### config.mk
export PLATFORM = sky130hd
export DESIGN_NAME = wb_commit_queue
export DESIGN_NICKNAME = d
export VERILOG_FILES = /design/src/rtl/wb_pkg.sv /design/src/rtl/wb_scoreboard.sv /design/src/rtl/wb_commit_queue.sv
export SDC_FILE = /design/constraint.sdc
export NUM_CORES = 2
export LEC_CHECK = 0
export ABC_AREA = 0
export ABC_CLOCK_PERIOD_IN_PS = 20100
export CAP_MARGIN = 20
export CORE_ASPECT_RATIO = 0.7
export CORE_MARGIN = 1
export CORE_UTILIZATION = 51
export DETAILED_ROUTE_END_ITERATION = 16
export GPL_TIMING_DRIVEN = 0
export PLACE_DENSITY = 0.76
export SYNTH_ARGS = -nofsm -noshare
export SYNTH_HDL_FRONTEND = slang
export SYNTH_SLANG_ARGS = --single-unit
### constraint.sdc
create_clock -name clk -period 20.1 [get_ports clk]
set_input_delay 4.02 -clock clk [delete_from_list [all_inputs] [get_ports clk]]
set_output_delay 4.02 -clock clk [all_outputs]
set_load 0.005 [all_outputs]
### src/rtl/wb_pkg.sv
// Shared types and constants for the write-back commit queue.
// Entry layout is fixed here so queue and scoreboard agree on field widths.
package wb_pkg;

   localparam int unsigned XLEN     = 64;
   localparam int unsigned REG_AW   = 5;
   localparam int unsigned NUM_REGS = 32;

   typedef struct packed {
      logic              wen;
      logic [REG_AW-1:0] rd;
      logic [XLEN-1:0]   data;
      logic [XLEN-1:0]   pc;
   } wb_entry_t;

   // x0 is hardwired, so an entry only really writes when rd is nonzero.
   function automatic logic writes_reg(input wb_entry_t e);
      return e.wen && (e.rd != '0);
   endfunction

endpackage

### src/rtl/wb_scoreboard.sv
// Per-register pending-write counters for the write-back queue.
// busy[i] is set while at least one queued entry targets xi; x0 is never busy.
module wb_scoreboard
   import wb_pkg::*;
#(
   parameter int unsigned DEPTH = 4
) (
   input  logic                clk,
   input  logic                rst,
   input  logic                clear,
   input  logic                inc,
   input  logic [REG_AW-1:0]   inc_rd,
   input  logic                dec,
   input  logic [REG_AW-1:0]   dec_rd,
   output logic [NUM_REGS-1:0] busy
);

   localparam int unsigned CW = $clog2(DEPTH) + 1;

   logic [CW-1:0] cnt_q [1:NUM_REGS-1];

   always_ff @(posedge clk or posedge rst) begin
      if (rst) begin
         for (int i = 1; i < NUM_REGS; i++) begin
            cnt_q[i] <= '0;
         end
      end else if (clear) begin
         for (int i = 1; i < NUM_REGS; i++) begin
            cnt_q[i] <= '0;
         end
      end else begin
         for (int i = 1; i < NUM_REGS; i++) begin
            // Simultaneous inc and dec of the same register cancel out.
            if (inc && (inc_rd == REG_AW'(i)) && !(dec && (dec_rd == REG_AW'(i)))) begin
               cnt_q[i] <= cnt_q[i] + 1'b1;
            end else if (dec && (dec_rd == REG_AW'(i)) && !(inc && (inc_rd == REG_AW'(i)))) begin
               cnt_q[i] <= cnt_q[i] - 1'b1;
            end
         end
      end
   end

   always_comb begin
      busy    = '0;
      for (int i = 1; i < NUM_REGS; i++) begin
         busy[i] = (cnt_q[i] != '0);
      end
   end

endmodule

### src/rtl/wb_commit_queue.sv
// In-order write-back queue feeding the GPR write port, with pending scoreboard.
// Define WB_FWD_EN to build the youngest-entry forwarding lookup; otherwise it is tied off.
module wb_commit_queue
   import wb_pkg::*;
#(
   parameter int unsigned DEPTH = 4
) (
   input  logic                     clk,
   input  logic                     rst,
   input  logic                     in_valid,
   output logic                     in_ready,
   input  logic [REG_AW-1:0]        in_rd,
   input  logic                     in_wen,
   input  logic [XLEN-1:0]          in_data,
   input  logic [XLEN-1:0]          in_pc,
   input  logic                     flush_i,
   input  logic                     wb_stall_i,
   output logic [REG_AW-1:0]        reg_waddr_o,
   output logic [XLEN-1:0]          reg_wdata_o,
   output logic                     reg_wen_o,
   output logic [XLEN-1:0]          inst_addr_o,
   output logic                     commit_o,
   output logic [NUM_REGS-1:0]      busy_o,
   input  logic [REG_AW-1:0]        rs1_raddr_i,
   input  logic [REG_AW-1:0]        rs2_raddr_i,
   output logic                     rs1_fwd_hit_o,
   output logic [XLEN-1:0]          rs1_fwd_data_o,
   output logic                     rs2_fwd_hit_o,
   output logic [XLEN-1:0]          rs2_fwd_data_o,
   output logic [$clog2(DEPTH):0]   count_o
);

   localparam int unsigned AW = $clog2(DEPTH);
   localparam int unsigned CW = AW + 1;

   logic [AW:0] wr_ptr_q, rd_ptr_q;
   wb_entry_t   mem_q [DEPTH];
   wb_entry_t   head;
   wb_entry_t   in_entry;
   logic        full, empty, push, pop;

   assign empty    = (wr_ptr_q == rd_ptr_q);
   assign full     = (wr_ptr_q[AW] != rd_ptr_q[AW]) && (wr_ptr_q[AW-1:0] == rd_ptr_q[AW-1:0]);
   assign head     = mem_q[rd_ptr_q[AW-1:0]];
   assign pop      = !empty && !wb_stall_i;
   assign in_ready = !rst && !flush_i && (!full || pop);
   assign push     = in_valid && in_ready;
   assign count_o  = wr_ptr_q - rd_ptr_q;

   always_comb begin
      in_entry      = '0;
      in_entry.wen  = in_wen;
      in_entry.rd   = in_rd;
      in_entry.data = in_data;
      in_entry.pc   = in_pc;
   end

   always_ff @(posedge clk or posedge rst) begin
      if (rst) begin
         wr_ptr_q <= '0;
         rd_ptr_q <= '0;
         for (int i = 0; i < DEPTH; i++) begin
            mem_q[i] <= '0;
         end
      end else if (flush_i) begin
         // Head may still retire this cycle through the combinational outputs.
         wr_ptr_q <= '0;
         rd_ptr_q <= '0;
         for (int i = 0; i < DEPTH; i++) begin
            mem_q[i] <= '0;
         end
      end else begin
         if (push) begin
            mem_q[wr_ptr_q[AW-1:0]] <= in_entry;
            wr_ptr_q                <= wr_ptr_q + 1'b1;
         end
         if (pop) begin
            rd_ptr_q <= rd_ptr_q + 1'b1;
         end
      end
   end

   always_comb begin
      commit_o    = pop;
      reg_wen_o   = pop && writes_reg(head);
      reg_waddr_o = pop ? head.rd : '0;
      reg_wdata_o = pop ? head.data : '0;
      inst_addr_o = pop ? head.pc : '0;
   end

   wb_scoreboard #(
      .DEPTH (DEPTH)
   ) u_scoreboard (
      .clk    (clk),
      .rst    (rst),
      .clear  (flush_i),
      .inc    (push && writes_reg(in_entry)),
      .inc_rd (in_rd),
      .dec    (pop && writes_reg(head)),
      .dec_rd (head.rd),
      .busy   (busy_o)
   );

`ifdef WB_FWD_EN
   logic [AW-1:0] fwd_idx;

   // Walk oldest to youngest so the last match (youngest) wins.
   always_comb begin
      rs1_fwd_hit_o  = 1'b0;
      rs1_fwd_data_o = '0;
      rs2_fwd_hit_o  = 1'b0;
      rs2_fwd_data_o = '0;
      fwd_idx        = '0;
      for (int unsigned i = 0; i < DEPTH; i++) begin
         fwd_idx = rd_ptr_q[AW-1:0] + AW'(i);
         if ((CW'(i) < count_o) && writes_reg(mem_q[fwd_idx])) begin
            if (mem_q[fwd_idx].rd == rs1_raddr_i) begin
               rs1_fwd_hit_o  = 1'b1;
               rs1_fwd_data_o = mem_q[fwd_idx].data;
            end
            if (mem_q[fwd_idx].rd == rs2_raddr_i) begin
               rs2_fwd_hit_o  = 1'b1;
               rs2_fwd_data_o = mem_q[fwd_idx].data;
            end
         end
      end
   end
`else
   logic unused_fwd_addr;

   assign unused_fwd_addr = ^{rs1_raddr_i, rs2_raddr_i};
   assign rs1_fwd_hit_o   = 1'b0;
   assign rs1_fwd_data_o  = '0;
   assign rs2_fwd_hit_o   = 1'b0;
   assign rs2_fwd_data_o  = '0;
`endif

endmodule

==> impl_metrics.json <==
{
  "setup_viol": 0,
  "maxSlewViolCount": 0,
  "timing.rr.end": "mem_q[272]",
  "grt_max_degree": 43,
  "synth_area_mm2": 0.0341,
  "synth_flop_cell": "dfrtp_1",
  "detail_route.wl_per_cell_um": 21.1,
  "insertion_delay_ps": 640,
  "cts_setup_buffers": 0,
  "clk_pin_slew_ps": 60,
  "period_share_pct": 58.7,
  "hold_end": "mem_q[100]",
  "seq_area_frac_synth_pct": 46.6,
  "yosys_warnings": 0,
  "synthTopCellsByArea": "dfrtp_1 (47%), nand2_1 (12%), mux4_2 (8.8%)",
  "hold_violations": 0,
  "nNetsFinal": 4419,
  "synth_top_area_share_pct": 46.6,
  "fin_setup_tns_ps": 0,
  "rr_worst_depth": 16,
  "fmax_mhz": 84.8,
  "cts_hold_buf": 0,
  "synth_cell_types": 69,
  "dpl.hpwl_mm": 77.2,
  "synth-seq-cells": 635,
  "ir_worst_vdd_mv": 0.0624,
  "rows": 78,
  "ys_async_sr_fraction_pct": 100,
  "htree_levels": 2,
  "drive_gt1_share_pct": 10.3,
  "start_util_pct": 52.1,
  "p_leak_nw": 16.9,
  "grt_util_all_layers_pct": 32.0,
  "grt_pass1_vias": 29000,
  "hp-class": "flop to flop",
  "cp_max_fo": 10,
  "firstDrtPassIters": 5,
  "portBuffers": 305,
  "final_core_util_pct": 62.8,
  "drc_errors": 0,
  "root_buffer": "clkbuf_16",
  "layout_min_cycle_time_ps": 11790,
  "grt_remaining_overflow": 0,
  "grt_pass1_wl_mm": 168,
  "finalWirelength_mm": 109,
  "whs_path_depth": 2,
  "slew_headroom_pct": 19.8,
  "clock-sinks": 635,
  "post_cts_resize_count": 0,
  "synth_top_area_cell": "dfrtp_1",
  "rsz0062_at_grt": "false",
  "max_cap_viol_count": 0,
  "synth_edf_count": 0,
  "worstPathRequired_ps": 16080,
  "die_h_um": 218,
  "syn_inst": 3712,
  "routed.top_layer": "met5",
  "drtIter0Drc": 3359,
  "syn_to_final_growth_pct": 20.5,
  "vias": 29900,
  "place_congestion": 0.958,
  "worst-setup-path-type": "input pin to output port",
  "min-delay-start": "mem_q[100]",
  "wl_met2_mm": 48.0,
  "regToRegSetupSlack_ps": 13120,
  "ios": 450,
  "ant_nets": 0,
  "critPathMaxStageDelay_ps": 700,
  "crit_arrival_ps": 7770,
  "routed_via_density": 5.78,
  "clock_path_buffers": 3,
  "path_cells": "clkdlybuf4s50_1 > inv_1 > o21ai_2 > inv_1 > buf_2 > clkbuf_1 > buf_16 > clkbuf_1 > and2_1 > clkdlybuf4s50_1",
  "startpoint_type": "input pin",
  "avgSynthCellArea_um2": 9.19,
  "cts_buffers": 60,
  "core-area_mm2": 0.0655,
  "powerDensity_mw_per_mm2": 68.3,
  "slowest_stage": "clkbuf_1",
  "die-area_mm2": 0.0679,
  "die_w_um": 311,
  "skew_ps": 18.0,
  "cp-end-kind": "output port",
  "tightest_slew_ps": 1200,
  "antenna_found_initial": 13,
  "status": "finished, final reports clean",
  "route.met3.wl_mm": 11.7,
  "cts_tree": "built",
  "wl_met1_mm": 45.1,
  "critical_path.reg2reg.startpoint": "rd_ptr_q[1]"
}
[cells by family after synthesis]
family / synth area share, %
multiplexers: 10.0
adder cells (fa/ha/maj): 2.14
flip-flops: 46.6
XOR/XNOR: 1.20
buffers and inverters: 7.05
AO/OA/AOI/OAI: 11.4
AND/OR/NAND/NOR: 21.6
other: 0.0110
[how the worst max path moves through the flow]
stage                from               to  slack [ps]  cells past startpoint
2_1_floorplan         rst         mem_q[0]        7410                      1
3_3_place_gp          rst       mem_q[318]        2830                      2
3_5_place_dp   wb_stall_i        reg_wen_o        8490                     10
6_report       wb_stall_i  inst_addr_o[57]        8310                     10
5_1_grt        wb_stall_i   reg_waddr_o[1]        8260                     10
4_1_cts        wb_stall_i  inst_addr_o[57]        8480                     10
[power by group]
part | switching (mW) | leakage (nW) | internal [mW]
logic | 0.224 | 7.16 | 0.130
registers | 0.00847 | 8.84 | 1.29
clock network | 0.519 | 0.942 | 0.633
[synth_stat cells (14+ instances only)]
cell and count:
buf_4 131, nor2_1 112, nor4_1 14, and3_1 17, nand2_1 1096, and2_1 145, nand3_1 32, nor2b_1 24
mux4_2 134, inv_1 86, o2111ai_1 28, nor3_1 41, nand4_1 51, buf_1 31, o21ai_0 23, fa_1 32
a21oi_1 563, dfrtp_1 635, clkbuf_1 241, mux2_2 27, or3_1 33
[cell type report]
class | count | area (µm²)
Antenna cell | 9 | 22.5
Buffer | 415 | 2080
Clock buffer | 87 | 1720
Clock inverter | 19 | 216
Fill cell | 5518 | 24400
Inverter | 87 | 330
Multi-Input combinational cell | 2705 | 16300
Sequential cell | 635 | 15900
Tap cell | 880 | 1100
Timing Repair Buffer | 327 | 3450
[layer usage]
metal / up-vias / global-route usage, %
li1: 13400 / -
met1: 14700 / 45.2
met2: 1536 / 47.6
met3: 246 / 8.39
met4: 10 / 11.6
met5: - / 0
[stage by stage]
step	hold WS, ps	power, mW	setup WS [ps]	instance area (µm²)	instances
6_report	519	2.81	8310	41100	5164
5_1_grt	534	2.90	8260	41100	5160
4_1_cts	520	2.81	8480	41100	5152
3_5_place_dp	512	1.67	8490	39100	5046
3_3_place_gp	506	1.66	2830	38700	5027
2_1_floorplan	497	1.52	7410	34600	3842
[critical path, delay by kind of cell]
| kind | cells | cell delay, ps |
|---|---|---|
| AO/OA/AOI/OAI | 1 | 230 |
| AND/OR/NAND/NOR | 1 | 350 |
| buffers and inverters | 8 | 3150 |
[sequential cells by signal, indices dropped and copies added, names as in the netlist]
name,count
rd_ptr_q,3
u_scoreboard.cnt_q,93
mem_q,536
wr_ptr_q,3
[cells in the final DEF (no fill, tap or decap), types with 10 or more instances in the layout]
master / synthesis / layout
inv_1: 86 / 85
mux2_2: 27 / 27
o2111ai_1: 28 / 28
a311o_1: 10 / 10
and2_1: 145 / 145
nor2_1: 112 / 112
clkbuf_1: 241 / 256
clkbuf_16: 0 / 60
buf_12: 0 / 17
nor2b_1: 24 / 24
nand3_1: 32 / 32
nand2_1: 1096 / 1096
mux4_2: 134 / 134
xnor3_1: 12 / 12
nor4_1: 14 / 14
nand4_1: 51 / 51
dfrtp_1: 635 / 635
clkdlybuf4s50_1: 0 / 305
buf_4: 131 / 131
nor3b_1: 12 / 12
or3_1: 33 / 33
fa_1: 32 / 32
nor3_1: 41 / 41
buf_2: 10 / 11
a21oi_1: 563 / 563
xnor2_1: 11 / 11
clkbuf_8: 0 / 12
and3_1: 17 / 17
conb_1: 1 / 131
buf_1: 31 / 31
o21ai_0: 23 / 23
Note: power is estimated with default switching activity, not from simulation.
